==> src/rtl/add_pipe_pkg.sv <==
// add_pipe shared helpers.
// Slice-count arithmetic used by the pipelined adder.
package add_pipe_pkg;

    function automatic int stages_of(input int width, input int chunk);
        return width / chunk;
    endfunction

endpackage

==> src/rtl/add_pipe_chunk.sv <==
// Ripple slice of the pipelined adder.
// add_1_bit is the full-adder cell; add_chunk chains W of them.
module add_1_bit (
    input  logic a,
    input  logic b,
    input  logic cin,
    output logic s,
    output logic cout
);
    assign s    = a ^ b ^ cin;
    assign cout = (a & b) | (cin & (a ^ b));
endmodule

module add_chunk #(
    parameter int W = 4
) (
    input  logic [W-1:0] a,
    input  logic [W-1:0] b,
    input  logic         cin,
    output logic [W-1:0] s,
    output logic         cout,
    output logic         c_msb
);
    logic [W:0] c;

    assign c[0] = cin;

    for (genvar i = 0; i < W; i++) begin : g_bit
        add_1_bit u_bit (
            .a    (a[i]),
            .b    (b[i]),
            .cin  (c[i]),
            .s    (s[i]),
            .cout (c[i+1])
        );
    end

    assign cout  = c[W];
    assign c_msb = c[W-1];
endmodule

==> src/rtl/add_pipe.sv <==
// Pipelined add/sub: one CHUNK-bit ripple slice per stage,
// skewed operands, deskewed results, global valid/ready stall.
module add_pipe
    import add_pipe_pkg::*;
#(
    parameter int WIDTH = 16,
    parameter int CHUNK = 4
) (
    input  logic             clk,
    input  logic             rst,
    input  logic             in_valid,
    output logic             in_ready,
    input  logic [WIDTH-1:0] a,
    input  logic [WIDTH-1:0] b,
    input  logic             cin,
    input  logic             sub,
    output logic             out_valid,
    input  logic             out_ready,
    output logic [WIDTH-1:0] s,
    output logic             cout,
    output logic             ovf
);
    localparam int STAGES = stages_of(WIDTH, CHUNK);
    localparam logic [STAGES-1:0] TOP = STAGES'(1) << (STAGES - 1);

    if ((WIDTH % CHUNK) != 0) begin : g_bad_width
        $error("add_pipe: WIDTH must be a multiple of CHUNK");
    end

    logic              adv;
    logic [STAGES:0]   v;
    logic [STAGES:0]   c;
    logic [STAGES-1:0] cnx;
    logic [STAGES-1:0] cms;
    logic              ovf_q;

    assign adv       = !(v[STAGES] && !out_ready);
    assign in_ready  = adv;
    assign out_valid = v[STAGES];
    assign cout      = c[STAGES];
    assign ovf       = ovf_q;

    // c[0] is the effective carry-in captured with the operands
    always_ff @(posedge clk) begin
        if (rst) begin
            v     <= '0;
            c     <= '0;
            ovf_q <= 1'b0;
        end else if (adv) begin
            v     <= {v[STAGES-1:0], in_valid};
            c     <= {cnx, cin ^ sub};
            ovf_q <= (|(cms & TOP)) ^ cnx[STAGES-1];
        end
    end

    for (genvar k = 0; k < STAGES; k++) begin : g_chunk
        logic [CHUNK-1:0] ak [0:k];
        logic [CHUNK-1:0] bk [0:k];
        logic [CHUNK-1:0] dk [0:STAGES-1-k];
        logic [CHUNK-1:0] sum;
        logic             co;
        logic             cm;

        add_chunk #(.W(CHUNK)) u_add (
            .a     (ak[k]),
            .b     (bk[k]),
            .cin   (c[k]),
            .s     (sum),
            .cout  (co),
            .c_msb (cm)
        );

        assign cnx[k] = co;
        assign cms[k] = cm;
        assign s[k*CHUNK +: CHUNK] = dk[STAGES-1-k];

        always_ff @(posedge clk) begin
            if (rst) begin
                for (int i = 0; i <= k; i++) begin
                    ak[i] <= '0;
                    bk[i] <= '0;
                end
                for (int i = 0; i < STAGES - k; i++) begin
                    dk[i] <= '0;
                end
            end else if (adv) begin
                ak[0] <= a[k*CHUNK +: CHUNK];
                bk[0] <= b[k*CHUNK +: CHUNK] ^ {CHUNK{sub}};
                for (int i = 1; i <= k; i++) begin
                    ak[i] <= ak[i-1];
                    bk[i] <= bk[i-1];
                end
                dk[0] <= sum;
                for (int i = 1; i < STAGES - k; i++) begin
                    dk[i] <= dk[i-1];
                end
            end
        end
    end
endmodule
==> config.mk <==
export PLATFORM = sky130hd
export DESIGN_NAME = add_pipe
export DESIGN_NICKNAME = d
export VERILOG_FILES = /design/src/rtl/add_pipe_pkg.sv /design/src/rtl/add_pipe_chunk.sv /design/src/rtl/add_pipe.sv
export SDC_FILE = /design/constraint.sdc
export NUM_CORES = 1
export LEC_CHECK = 0
export ABC_AREA = 1
export BUFFER_PORTS_ARGS = -buffer_cell sky130_fd_sc_hd__clkbuf_2
export CORE_MARGIN = 2
export CORE_UTILIZATION = 49
export CTS_CLUSTER_SIZE = 30
export DETAILED_ROUTE_END_ITERATION = 8
export PLACE_DENSITY = 0.73
export SYNTH_ARGS = -nofsm -noshare
export SYNTH_HDL_FRONTEND = slang
export SYNTH_SLANG_ARGS = --single-unit
==> constraint.sdc <==
create_clock -name clk -period 12.6 [get_ports clk]
set_input_delay 0.63 -clock clk [delete_from_list [all_inputs] [get_ports clk]]
set_output_delay 0.63 -clock clk [all_outputs]
set_load 0.005 [all_outputs]
======== Yosys cells after proc, flatten, opt, wreduce, memory -nomap -nowiden ========
Memories as Yosys holds them, arrays and structs flattened.
Cells that the tools add are included.
word-level totals
  output and inout port bits .............. 20
  bits in registers ....................... 11
  memories kept ........................... 12
  memory bits (writable) .................. 120
memory list
  memory         depth  bits a word  read ports  clocked after memory_dff  wr ports  RTL line        text
  g_chunk[0].dk  4      4            4           0                         4         add_pipe.sv:59  logic [CHUNK-1:0] dk [0:STAGES-1-k];
  g_chunk[3].ak  4      4            4           0                         4         add_pipe.sv:57  logic [CHUNK-1:0] ak [0:k];
  g_chunk[3].bk  4      4            4           0                         4         add_pipe.sv:58  logic [CHUNK-1:0] bk [0:k];
  g_chunk[1].dk  3      4            3           0                         3         add_pipe.sv:59
  g_chunk[2].ak  3      4            3           0                         3         add_pipe.sv:57
  g_chunk[2].bk  3      4            3           0                         3         add_pipe.sv:58
  +6 memories    --     --           --          --                        --        --
operators by class
  reduce and logical (&&, ||, !) cells .... 6
  bitwise operators ....................... 113
  muxes and demuxes ....................... 38
operators by type and width
  operator            count
  2-to-1 mux 4 bit    30
  bitwise OR 1 bit    43
  bitwise XOR 1 bit   34
  AND 1 bit           32
  bitwise XOR 4 bit   4
  OR reduction 4 bit  3
  2-to-1 mux 1 bit    8
  zero test 1 bit     2
  logical AND 1 bit   1

======== Logic depth before layout (Yosys ltp) ========
Gate-level depths: netlist of run 1.
  depth in word-level cells ............... 10
  depth in mapped cells ................... 12
  depth with buffers taken out ............ 12

======== Hierarchy ========
From an unflattened synthesis of run 1, not the netlist that was laid out.
unflattened totals
  cell total of the unflattened synthesis .. 463
  area, all modules ....................... 5,529.1 um^2
by module, submodules not included
  module     area an instance (um^2)  cells each  times used  sequential area each (um^2)
  add_pipe   5,208.7                  447         1           3,823.7
  add_1_bit  20.0                     1           16          0.0

======== Worst setup path before layout of run 1 ========
Ideal clock, no wire load.
  kind .................................... input port to flip-flop
  from .................................... input port rst
  to ...................................... memory g_chunk[0].ak[0][0], enable pin
  slack ................................... 7,777 ps
  data required time ...................... 11,234 ps
  stages on the path ...................... 2
  setup time .............................. 1,366 ps
  arrival ................................. 3,457 ps
  cell sequence ........................... inv_2 -> nand3_1
on the way
  cells in the longest elaborated chain, start to end .. 4
RTL lines
  element                                 RTL line        text
  start: declaration                      add_pipe.sv:10  input logic rst,
  2-to-1 mux 1 bit                        add_pipe.sv:78  if (rst) begin
  2-to-1 mux 1 bit (implied by the code)  add_pipe.sv:87  ak[0] <= a[k*CHUNK +: CHUNK];
  OR reduction 4 bit (no line)            --
  2-to-1 mux 1 bit (no line) (*)          --
  end: declaration                        add_pipe.sv:57
Every way passes the cells marked *; elsewhere a longest branch is shown, timed or not.

==> flow_summary.yaml, run 1 <==
clock_tree:
  post_cts.repair.setup_buffers: 0
  clock_tree_from_tritoncts: "yes"
  cts_root_buf: "sky130_fd_sc_hd__clkbuf_16"
  clock-sinks: 131
  bufs_on_longest_clock_path: 2
  clk_pin_slew_ns: 0.05
  tritoncts.num_buffers: 17
  count_of_cells_resized_by_post_cts_repair: 0
  cts_hold_buf: 0
  cts-htree-levels: 4
  worst_skew_pair.late_latency_ns: 0.41
worst_setup_path:
  arrival_ns: 2.61
  critPathLaunchType: "register"
  worst-setup-path-type: "register to register"
  critical_path_peak_fanout: 2
  r2r_depth: 8
  cp_data_required_time_ns: 12.84
  end_kind: "register"
global_route:
  grt_max_degree: 121
  gr-total-overflow: 0
  grt_util_all_layers_pct: 13.60
  grt_pass1_vias: 2936
  grt_first_pass_wirelength_mm: 12.99
  antenna_found_initial: 0
timing:
  fin_tns_setup_ns: 0
  max_freq_ghz: 0.4215
  hold_viol_final: 0
  drv_slew: 0
  rsz0062_at_grt: "false"
  fin_ws_ns: 10.23
  min_period_ns: 2.373
  clock-skew-final_ns: 0.007631
  tightestPinTransition_ns: 1.169
  timing.max_slew.rel_slack_pct: 22.06
  finalCritPeriodShare_pct: 18.83
  finalSetupViolations: 0
placement:
  gp_routability_congestion: 0.8151
  post-place-ws_ns: 9.968
  numPortBuffers: 57
  place_area_mm2: 0.005893
  dp_hpwl_mm: 4.737
synth:
  ys.warnings.count: 0
  ys_seq_area_share_pct: 68.18
  synth_cells: 482
  synth_net_count: 536
  mean_instance_size_in_the_synthesized_netlist_um2: 11.63
  netlist.top_cell.by_area: "sky130_fd_sc_hd__edfxtp_1"
  post_synth_instance_area_mm2: 0.005608
  ys_top_cells_by_area: "sky130_fd_sc_hd__edfxtp_1 64%, sky130_fd_sc_hd__inv_1 8.6%, sky130_fd_sc_hd__nor2_1 8.0%"
  synthDistinctLibCells: 16
  ys_ff_latch: 131
  yosys.area.top_type_share_pct: 64.26
floorplan:
  die-width_um: 111.0
  core_area_mm2: 0.01127
  num_rows: 39
  starting_density_pct: 49.75
  io_pins: 58
  die_h_um: 111.0
  die_area_mm2: 0.01232
power_and_ir_drop:
  p_leak_nw: 2.855
  worst_ir_drop_vdd_mv: 0.07412
  total_power_mw: 1.043
  pwr_density_cell_mw_per_mm2: 160.5
route:
  via_per_inst: 4.397
  drt-wirelength-per-cell_um: 11.32
  remaining_drc_errors: 0
  drt_first_pass_iters: 6
  antenna_violating_nets_post_route: 0
  detail_route.wirelength_mm: 7.774
  drtIter0Drc: 153
  vias: 3021
outcome:
  result_of_the_run: "completed"
final_layout:
  antenna_cells_inserted: 0
  layout.nets: 585
  postLayoutCoreUtil_pct: 57.64
  layout.filler_cells: 896
  summed_area_of_non_filler_cells_in_the_final_layout_mm2: 0.006497
  areaGrowthSynthToFinish_pct: 15.86
  share_of_final_layout_standard_cells_stronger_than_drive_strength_1_pct: 17.10
run:
  max_cap_viol_count: 0
min_path:
  timing.hold.worst_path_depth: 3
  hold_path_class: "input port to register"
==> worst paths after layout <==
| kind | startpoint | endpoint | slack (ns) |
|---|---|---|---|
| min | in_valid | v[0] | 0.45 |
| max reg2reg | g_chunk[3].ak[0][12] | g_chunk[3].dk[0][3] | 10.23 |
| min reg2reg | v[2] | v[2] | 0.45 |
| max | g_chunk[3].ak[0][12] | g_chunk[3].dk[0][3] | 10.23 |
==> cell usage in the layout (no fill, tap or decap), drive strengths merged <==
master	count
clkinvlp	3
dfxtp	11
edfxtp	120
a21oi	2
nand3	6
inv	135
buf	1
nand2	28
nand3b	3
fa	16
xnor2	16
clkinv	4
bufinv	3
o21ai	1
nor2	121
clkbuf	74
==> sequential cells by signal (all words and copies together) (netlist names) <==
signal and count:
g_chunk.ak 40, g_chunk.bk 40, g_chunk.dk 40, c 5, v 5, ovf 1
==> Yosys cell counts <==
cell	number
sky130_fd_sc_hd__buf_6	1
sky130_fd_sc_hd__inv_2	1
sky130_fd_sc_hd__edfxtp_1	120
sky130_fd_sc_hd__nor2_1	120
sky130_fd_sc_hd__o21ai_0	1
sky130_fd_sc_hd__buf_2	3
sky130_fd_sc_hd__fa_1	16
sky130_fd_sc_hd__inv_1	129
sky130_fd_sc_hd__xnor2_1	16
sky130_fd_sc_hd__nand3_1	6
sky130_fd_sc_hd__dfxtp_1	11
sky130_fd_sc_hd__buf_4	24
sky130_fd_sc_hd__a21oi_1	2
sky130_fd_sc_hd__nor2_2	1
sky130_fd_sc_hd__nand3b_1	3
sky130_fd_sc_hd__nand2_1	28
==> critical path: stages (launching register included) <==
cell and delay [ns]:
sky130_fd_sc_hd__edfxtp_1 0.35, sky130_fd_sc_hd__inv_1 0.08, sky130_fd_sc_hd__fa_1 0.18, sky130_fd_sc_hd__inv_1 0.06
sky130_fd_sc_hd__fa_1 0.46, sky130_fd_sc_hd__fa_1 0.47, sky130_fd_sc_hd__inv_1 0.11, sky130_fd_sc_hd__fa_1 0.39
sky130_fd_sc_hd__nor2_1 0.10
==> per-layer routing <==
layer  GRT usage, %  wire, µm
met1          17.13      3459
met2          21.31      3770
met3          5.577       428
met4          5.000       114
met5              0         0
==> stage by stage <==
step | instances | hold slack (ns)
2_1_floorplan | 482 | 0.4188
3_3_place_gp | 655 | 0.4315
3_5_place_dp | 655 | 0.4395
4_1_cts | 687 | 0.4295
5_1_grt | 687 | 0.4617
6_report | 687 | 0.4466
==> kinds of logic after synthesis <==
kind of cell / after synthesis / synth area share [%]
XOR/XNOR: 16 / 2.499
AND/OR/NAND/NOR: 158 / 10.95
buffers and inverters: 158 / 12.38
AO/OA/AOI/OAI: 3 / 0.2677
adder cells (fa/ha/maj): 16 / 5.712
flip-flops: 131 / 68.18
==> where the power goes <==
part | switching [mW] | internal [mW]
Combinational | 0.0269 | 0.0196
Sequential | 0.00672 | 0.496
Clock | 0.181 | 0.313
==> final cells by class <==
| type | instances | area (µm²) | share of cell area, % |
|---|---|---|---|
| Sequential cell | 131 | 3824 | 58.85 |
| Multi-Input combinational cell | 193 | 1110 | 17.08 |
| Inverter | 130 | 488.0 | 7.510 |
| Clock buffer | 17 | 425.4 | 6.547 |
| Timing Repair Buffer | 58 | 292.8 | 4.506 |
| Clock inverter | 15 | 178.9 | 2.754 |
| Tap cell | 143 | 178.9 | 2.754 |
Note: power is estimated with default switching activity, not from simulation.
==> inputs of run 2 (changes only) <==
- ABC_AREA: 1 -> 0
- clock period: 12.6 -> 2.2 ns (I/O delays scaled with it)
==> run 2 against run 1 <==
Sequential power grew to 5.7 times the previous value. Combinational power grew to 6.4 times the previous value. Global-route usage grew 0.84 points. Synthesized cell count is 22% lower. Clock skew about the same. Flip-flop and latch count is the same. Worst hold slack worse by 0.42 ns. Register-to-register slack got worse by 10 ns. Non-clock buffer count grew 24. Clock power grew to 5.3 times the previous value. Largest cell class unchanged. Largest power group unchanged.
==> flow_summary.yaml, run 2 <==
outcome:
  result_of_the_run: "completed"
final_layout:
  areaGrowthSynthToFinish_pct: 19.86
  leading_registers_by_flop_count: "g_chunk.ak: 40 flops, g_chunk.bk: 40 flops, g_chunk.dk: 40 flops"
  most_frequent_cells_in_the_layout: "120 x sky130_fd_sc_hd__edfxtp_1, 64 x sky130_fd_sc_hd__and2_1, 57 x sky130_fd_sc_hd__clkbuf_2"
  layout.cells.most_common: "sky130_fd_sc_hd__edfxtp_1"
  antenna_cells_inserted: 0
  layout.cells.non_filler: 599
  layout.filler_cells: 830
  share_of_final_layout_standard_cells_stronger_than_drive_strength_1_pct: 34.86
  summed_area_of_non_filler_cells_in_the_final_layout_mm2: 0.006691
  layout.nets: 500
worst_setup_path:
  cp_data_required_time_ns: 2.47
  timing.rr.end: "g_chunk[3].dk[0][3]"
  worst-setup-path-type: "register to register"
  end_kind: "register"
  r2r_slack_ns: 0.05
  arrival_ns: 2.42
  endpoint: "g_chunk[3].dk[0][3]"
  worstSetupStartpoint: "g_chunk[3].ak[0][12]"
  r2r_depth: 8
  start_of_the_worst_register_to_register_path: "g_chunk[3].ak[0][12]"
  critical_path_peak_fanout: 2
  critPathLaunchType: "register"
synth:
  netlist.top_cell.by_area: "sky130_fd_sc_hd__edfxtp_1"
  ys.warnings.count: 0
  top_cells_by_count_synth: "120 x sky130_fd_sc_hd__edfxtp_1, 64 x sky130_fd_sc_hd__and2_1, 32 x sky130_fd_sc_hd__and2_4"
  ys_top_cells_by_area: "sky130_fd_sc_hd__edfxtp_1 65%, sky130_fd_sc_hd__and2_1 7.2%, sky130_fd_sc_hd__fa_1 5.7%"
  ys_seq_area_share_pct: 68.49
  synth-async-reset-ratio_pct: 0
  synthDistinctLibCells: 20
  synth_cells: 375
  dominantRegCellSynth: "sky130_fd_sc_hd__edfxtp_1"
  synth.most_common_cell: "sky130_fd_sc_hd__edfxtp_1"
  synth_edf_count: 120
  post_synth_instance_area_mm2: 0.005583
  ys_ff_latch: 131
  mean_instance_size_in_the_synthesized_netlist_um2: 14.89
  synth_net_count: 429
  yosys.area.top_type_share_pct: 64.55
power_and_ir_drop:
  seqPwrFrac_pct: 49.8
  pwr_density_cell_mw_per_mm2: 864.6
  swShare_pct: 21.07
  power.share.combinational_pct: 5.1
  cell_internal_pwr_mw: 4.567
  total_power_mw: 5.785
  p_leak_nw: 2.799
  power.net_switching_mw: 1.219
  worst_ir_drop_vdd_mv: 0.5401
  clock_power_share_pct: 45.0
min_path:
  hold_path_class: "input port to register"
clock_tree:
  worst_skew_pair.late_latency_ns: 0.41
  clk_pin_slew_ns: 0.06
  tritoncts.num_buffers: 17
  cts_root_buf: "sky130_fd_sc_hd__clkbuf_16"
  clock_tree_from_tritoncts: "yes"
  bufs_on_longest_clock_path: 2
  cts-htree-levels: 4
  clock-sinks: 131
global_route:
  grt_max_degree: 97
  gr-total-overflow: 0
  antenna_found_initial: 0
  grt_first_pass_wirelength_mm: 13.52
  grt_util_all_layers_pct: 14.44
  grt_pass1_vias: 2843
route:
  vias: 2755
  drt_first_pass_iters: 4
  via_per_inst: 4.599
  detail_route.wirelength_mm: 7.995
  remaining_drc_errors: 0
  drtIter0Drc: 109
  drt-wirelength-per-cell_um: 13.35
  antenna_violating_nets_post_route: 0
timing:
  drv_slew: 0
  hold_viol_final: 0
  fin_hold_ws_ns: 0.02360
  clock-skew-final_ns: 0.008024
  finalCritPeriodShare_pct: 97.76
  min_period_ns: 2.151
  rsz0062_at_grt: "true"
  finalSetupViolations: 0
  fin_ws_ns: 0.04919
  timing.max_slew.rel_slack_pct: 34.19
  max_freq_ghz: 0.4649
  tightestPinTransition_ns: 0.9872
floorplan:
  num_rows: 38
  starting_density_pct: 50.83
  die-width_um: 110.7
  io_pins: 58
  die_area_mm2: 0.01226
  core_area_mm2: 0.01098
  die_h_um: 110.7
placement:
  post-place-ws_ns: -0.1034
  numPortBuffers: 57
  dp_hpwl_mm: 4.805
  place.detailed.instances: 549
  gp_routability_congestion: 0.7664
  place_area_mm2: 0.005914
run:
  max_cap_viol_count: 0
## run 2: cell type report
type,instances,area (µm²),share of cell area [%]
Timing Repair Buffer,82,553.0,8.265
Tap cell,140,175.2,2.618
Inverter,29,108.9,1.627
Sequential cell,131,3825,57.16
Multi-Input combinational cell,185,1470,21.97
Clock inverter,15,133.9,2.001
Clock buffer,17,425.4,6.358
## run 2: kinds of logic after synthesis
kind of cell    share of synthesized area (%)
simple gates                            15.78
fa+ha+maj                               5.737
compound gates                          1.121
buf+inv                                 6.051
flops                                   68.49
xor+xnor                                2.824
## run 2: critical path: stages (launching register included)
cell	delay [ns]
sky130_fd_sc_hd__edfxtp_1	0.37
sky130_fd_sc_hd__inv_2	0.07
sky130_fd_sc_hd__fa_2	0.19
sky130_fd_sc_hd__inv_2	0.04
sky130_fd_sc_hd__fa_2	0.37
sky130_fd_sc_hd__fa_2	0.39
sky130_fd_sc_hd__inv_2	0.06
sky130_fd_sc_hd__fa_2	0.43
sky130_fd_sc_hd__nor2_2	0.08
## run 2: metal layers
metal  track usage [%]  share of wire (%)  vias to the layer above
met3             6.178                5.1                       13
met4             6.000                1.8                        0
li1                  -                  -                     1363
met1             16.92                 43                     1312
met5                 0                  0                        -
met2             23.44                 50                       67
## run 2: worst min-delay path by stage
stage	start	to	slack, ns	cells past startpoint
3_3_place_gp	a[7]	g_chunk[1].ak[0][3]	0.39	2
2_1_floorplan	rst	c[0]	0.18	1
5_1_grt	b[1]	g_chunk[0].bk[0][1]	0.02	3
6_report	b[1]	g_chunk[0].bk[0][1]	0.02	3
3_5_place_dp	a[0]	g_chunk[0].ak[0][0]	0.39	2
4_1_cts	b[14]	g_chunk[3].bk[0][2]	0.008	3
## run 2: metrics by stage
stage | utilization (%) | TNS, ns
after floorplan | - | 0
after global placement | 53.85 | -0.01607
after detailed placement | 53.85 | -0.3957
after CTS | 60.65 | 0
after global routing | 60.93 | -0.03597
final | 60.93 | 0
## run 2: power by group through the flow
stage | Clock, mW | Sequential, mW | Combinational, mW
6_report | 2.61 | 2.88 | 0.298
2_1_floorplan | 0 | 2.92 | 0.211
5_1_grt | 2.79 | 2.89 | 0.337
4_1_cts | 2.66 | 2.88 | 0.301
3_5_place_dp | 0 | 2.93 | 0.274
3_3_place_gp | 0 | 2.93 | 0.264
## run 2: timing repair
action | 4_1_cts | 5_1_grt
endpoints found under the hold margin | 17 | 0
hold buffers | 17 | 0
pin swaps | 3 | 14
resized for setup | 12 | 16
setup endpoints to repair | 5 | 6
buffers inserted | 0 | 1
==> inputs of run 3 (changes only) <==
- CORE_UTILIZATION: 49 -> 50
- PLACE_DENSITY: 0.73 -> 0.74
==> run 3 against run 2 <==
Via count is 2.2% higher. Fmax increased by 1.2%. Worst hold slack improved by 0.042 ns. Flip-flop and latch count unchanged. Wire length increased by 1.6%. First-iteration DRC count shrank 2.8%. Worst setup slack gained 0.026 ns. Combinational power is 11% higher. Final area is 3.6% higher. Clock skew about the same. Largest cell class unchanged. Highest routed layer unchanged.
==> flow_summary.yaml, run 3 (synthesis results as in run 2) <==
min_path:
  hold_path_start: "rst"
  whs_endpoint: "v[4]"
  hold_path_class: "input port to register"
  timing.hold.worst_path_depth: 3
final_layout:
  share_of_final_layout_standard_cells_stronger_than_drive_strength_1_pct: 32.85
  most_frequent_cells_in_the_layout: "120 x sky130_fd_sc_hd__edfxtp_1, 64 x sky130_fd_sc_hd__and2_1, 57 x sky130_fd_sc_hd__clkbuf_2"
  areaGrowthSynthToFinish_pct: 24.11
  layout.nets: 519
  postLayoutCoreUtil_pct: 63.64
  leading_registers_by_flop_count: "g_chunk.ak: 40 flops, g_chunk.bk: 40 flops, g_chunk.dk: 40 flops"
  layout.cells.most_common: "sky130_fd_sc_hd__edfxtp_1"
  antenna_cells_inserted: 0
power_and_ir_drop:
  pwr_density_cell_mw_per_mm2: 880.7
  worst_ir_drop_vdd_mv: 0.4406
  total_power_mw: 6.102
  p_leak_nw: 2.911
route:
  drt_first_pass_iters: 4
  detail_route.wirelength_mm: 8.123
  via_per_inst: 4.555
  vias: 2815
  drt-wirelength-per-cell_um: 13.14
  drtIter0Drc: 106
  antenna_violating_nets_post_route: 0
  remaining_drc_errors: 0
global_route:
  grt_util_all_layers_pct: 15.99
  antenna_found_initial: 0
  grt_first_pass_wirelength_mm: 13.79
  grt_max_degree: 97
  grt_pass1_vias: 2815
  gr-total-overflow: 0
worst_setup_path:
  worst-setup-path-type: "register to register"
  critical_path_peak_fanout: 1
  end_kind: "register"
  worstPathCellList: "inv_2, fa_2, inv_2, fa_2, fa_2, inv_2, fa_1, nor2_1"
  r2r_depth: 8
  r2r_slack_ns: 0.08
  critPathLaunchType: "register"
  cp_data_required_time_ns: 2.57
  start_of_the_worst_register_to_register_path: "g_chunk[1].ak[0][4]"
  arrival_ns: 2.49
  timing.rr.end: "g_chunk[1].dk[0][3]"
  timing.critical_path.slowest_stage_cell: "sky130_fd_sc_hd__fa_1"
  critical_path.max_stage_delay_ns: 0.40
outcome:
  result_of_the_run: "completed"
floorplan:
  num_rows: 38
  die_area_mm2: 0.01203
  core_area_mm2: 0.01089
  starting_density_pct: 51.28
  die-width_um: 109.7
  die_h_um: 109.7
  io_pins: 58
timing:
  tightestPinTransition_ns: 0.9952
  finalSetupViolations: 0
  hold_viol_final: 0
  finalCritPeriodShare_pct: 96.56
  rsz0062_at_grt: "true"
  fin_hold_ws_ns: 0.06595
  min_period_ns: 2.124
  fin_ws_ns: 0.07562
  timing.max_slew.rel_slack_pct: 33.65
  drv_slew: 0
  max_freq_ghz: 0.4707
  clock-skew-final_ns: 0.007575
clock_tree:
  tritoncts.num_buffers: 17
  cts-htree-levels: 4
  clock_tree_from_tritoncts: "yes"
  clk_pin_slew_ns: 0.06
  cts_root_buf: "sky130_fd_sc_hd__clkbuf_8"
  bufs_on_longest_clock_path: 2
  worst_skew_pair.late_latency_ns: 0.51
  clock-sinks: 131
placement:
  dp_hpwl_mm: 4.577
  numPortBuffers: 57
  post-place-ws_ns: -0.1224
  gp_routability_congestion: 0.7072
run:
  max_cap_viol_count: 0
run 3: changes by cell type in the layout (fill, tap and decap cells not counted), sizes merged:
cell         change
buf              -1
bufinv           +4
clkbuf           +2
clkinv           +2
clkinvlp         -4
dlygate4sd3     +20
inv              -4
run 3: metal layers:
| metal | wire, µm | vias to the layer above | part of all wire [%] | global-route usage [%] |
|---|---|---|---|---|
| li1 | - | 1399 | - | - |
| met4 | 108 | 0 | 1.3 | 6.781 |
| met3 | 337 | 8 | 4.1 | 5.750 |
| met2 | 4309 | 61 | 53 | 26.01 |
| met5 | 0 | - | 0 | 0 |
| met1 | 3368 | 1347 | 41 | 19.34 |
run 3: how the worst max path moves through the flow:
stage	startpoint	cells after the start	endpoint	slack (ns)
after CTS	g_chunk[3].ak[0][12]	10	ovf	0.0007
after global placement	g_chunk[0].bk[0][0]	8	g_chunk[0].dk[0][3]	-0.02
after floorplan	g_chunk[0].ak[0][0]	8	g_chunk[0].dk[0][3]	0.04
after detailed placement	g_chunk[0].bk[0][0]	8	g_chunk[0].dk[0][3]	-0.12
after global routing	g_chunk[1].ak[0][4]	8	g_chunk[1].dk[0][3]	-0.02
final	g_chunk[1].ak[0][4]	8	g_chunk[1].dk[0][3]	0.08
run 3: report_power, final:
part | internal (mW) | total, mW | leakage (nW) | switching [mW]
clock | 1.93 | 2.89 | 0.298 | 0.957
combinational | 0.191 | 0.331 | 1.09 | 0.140
sequential | 2.85 | 2.88 | 1.52 | 0.0379
total | 4.97 | 6.10 | 2.91 | 1.13
run 3: through the flow:
| step | cell area (µm²) | std cells | setup TNS (ns) |
|---|---|---|---|
| finish | 6929 | 618 | 0 |
| CTS | 6917 | 618 | 0 |
| global route | 6929 | 618 | -0.02235 |
| floorplan | 5593 | 375 | 0 |
| global placement | 5902 | 549 | -0.02852 |
| detailed placement | 5902 | 549 | -0.4335 |
run 3: worst max-delay path: cells and delay by family, from the launching register on:
| family | cells | cell delay, ns |
|---|---|---|
| and+or+nand+nor | 1 | 0.09 |
| adders and majority gates | 4 | 1.33 |
| buffers and inverters | 3 | 0.18 |
| DFF | 1 | 0.38 |
run 3: layout make-up:
cell class | count | area [µm²]
Inverter | 29 | 108.9
Tap cell | 140 | 175.2
Clock inverter | 13 | 188.9
Timing Repair Buffer | 101 | 733.2
Sequential cell | 131 | 3824
Multi-Input combinational cell | 185 | 1478
Clock buffer | 19 | 421.7
Fill cell | 778 | 3959
run 3: repair_timing:
| action | in CTS | in global routing |
|---|---|---|
| cloned | 0 | 0 |
| pin swaps | 5 | 18 |
| endpoints found under the hold margin | 39 | 0 |
| setup buffers | 0 | 0 |
| hold buffers | 37 | 0 |
| gates resized for setup | 19 | 11 |
| setup endpoints to repair | 6 | 7 |
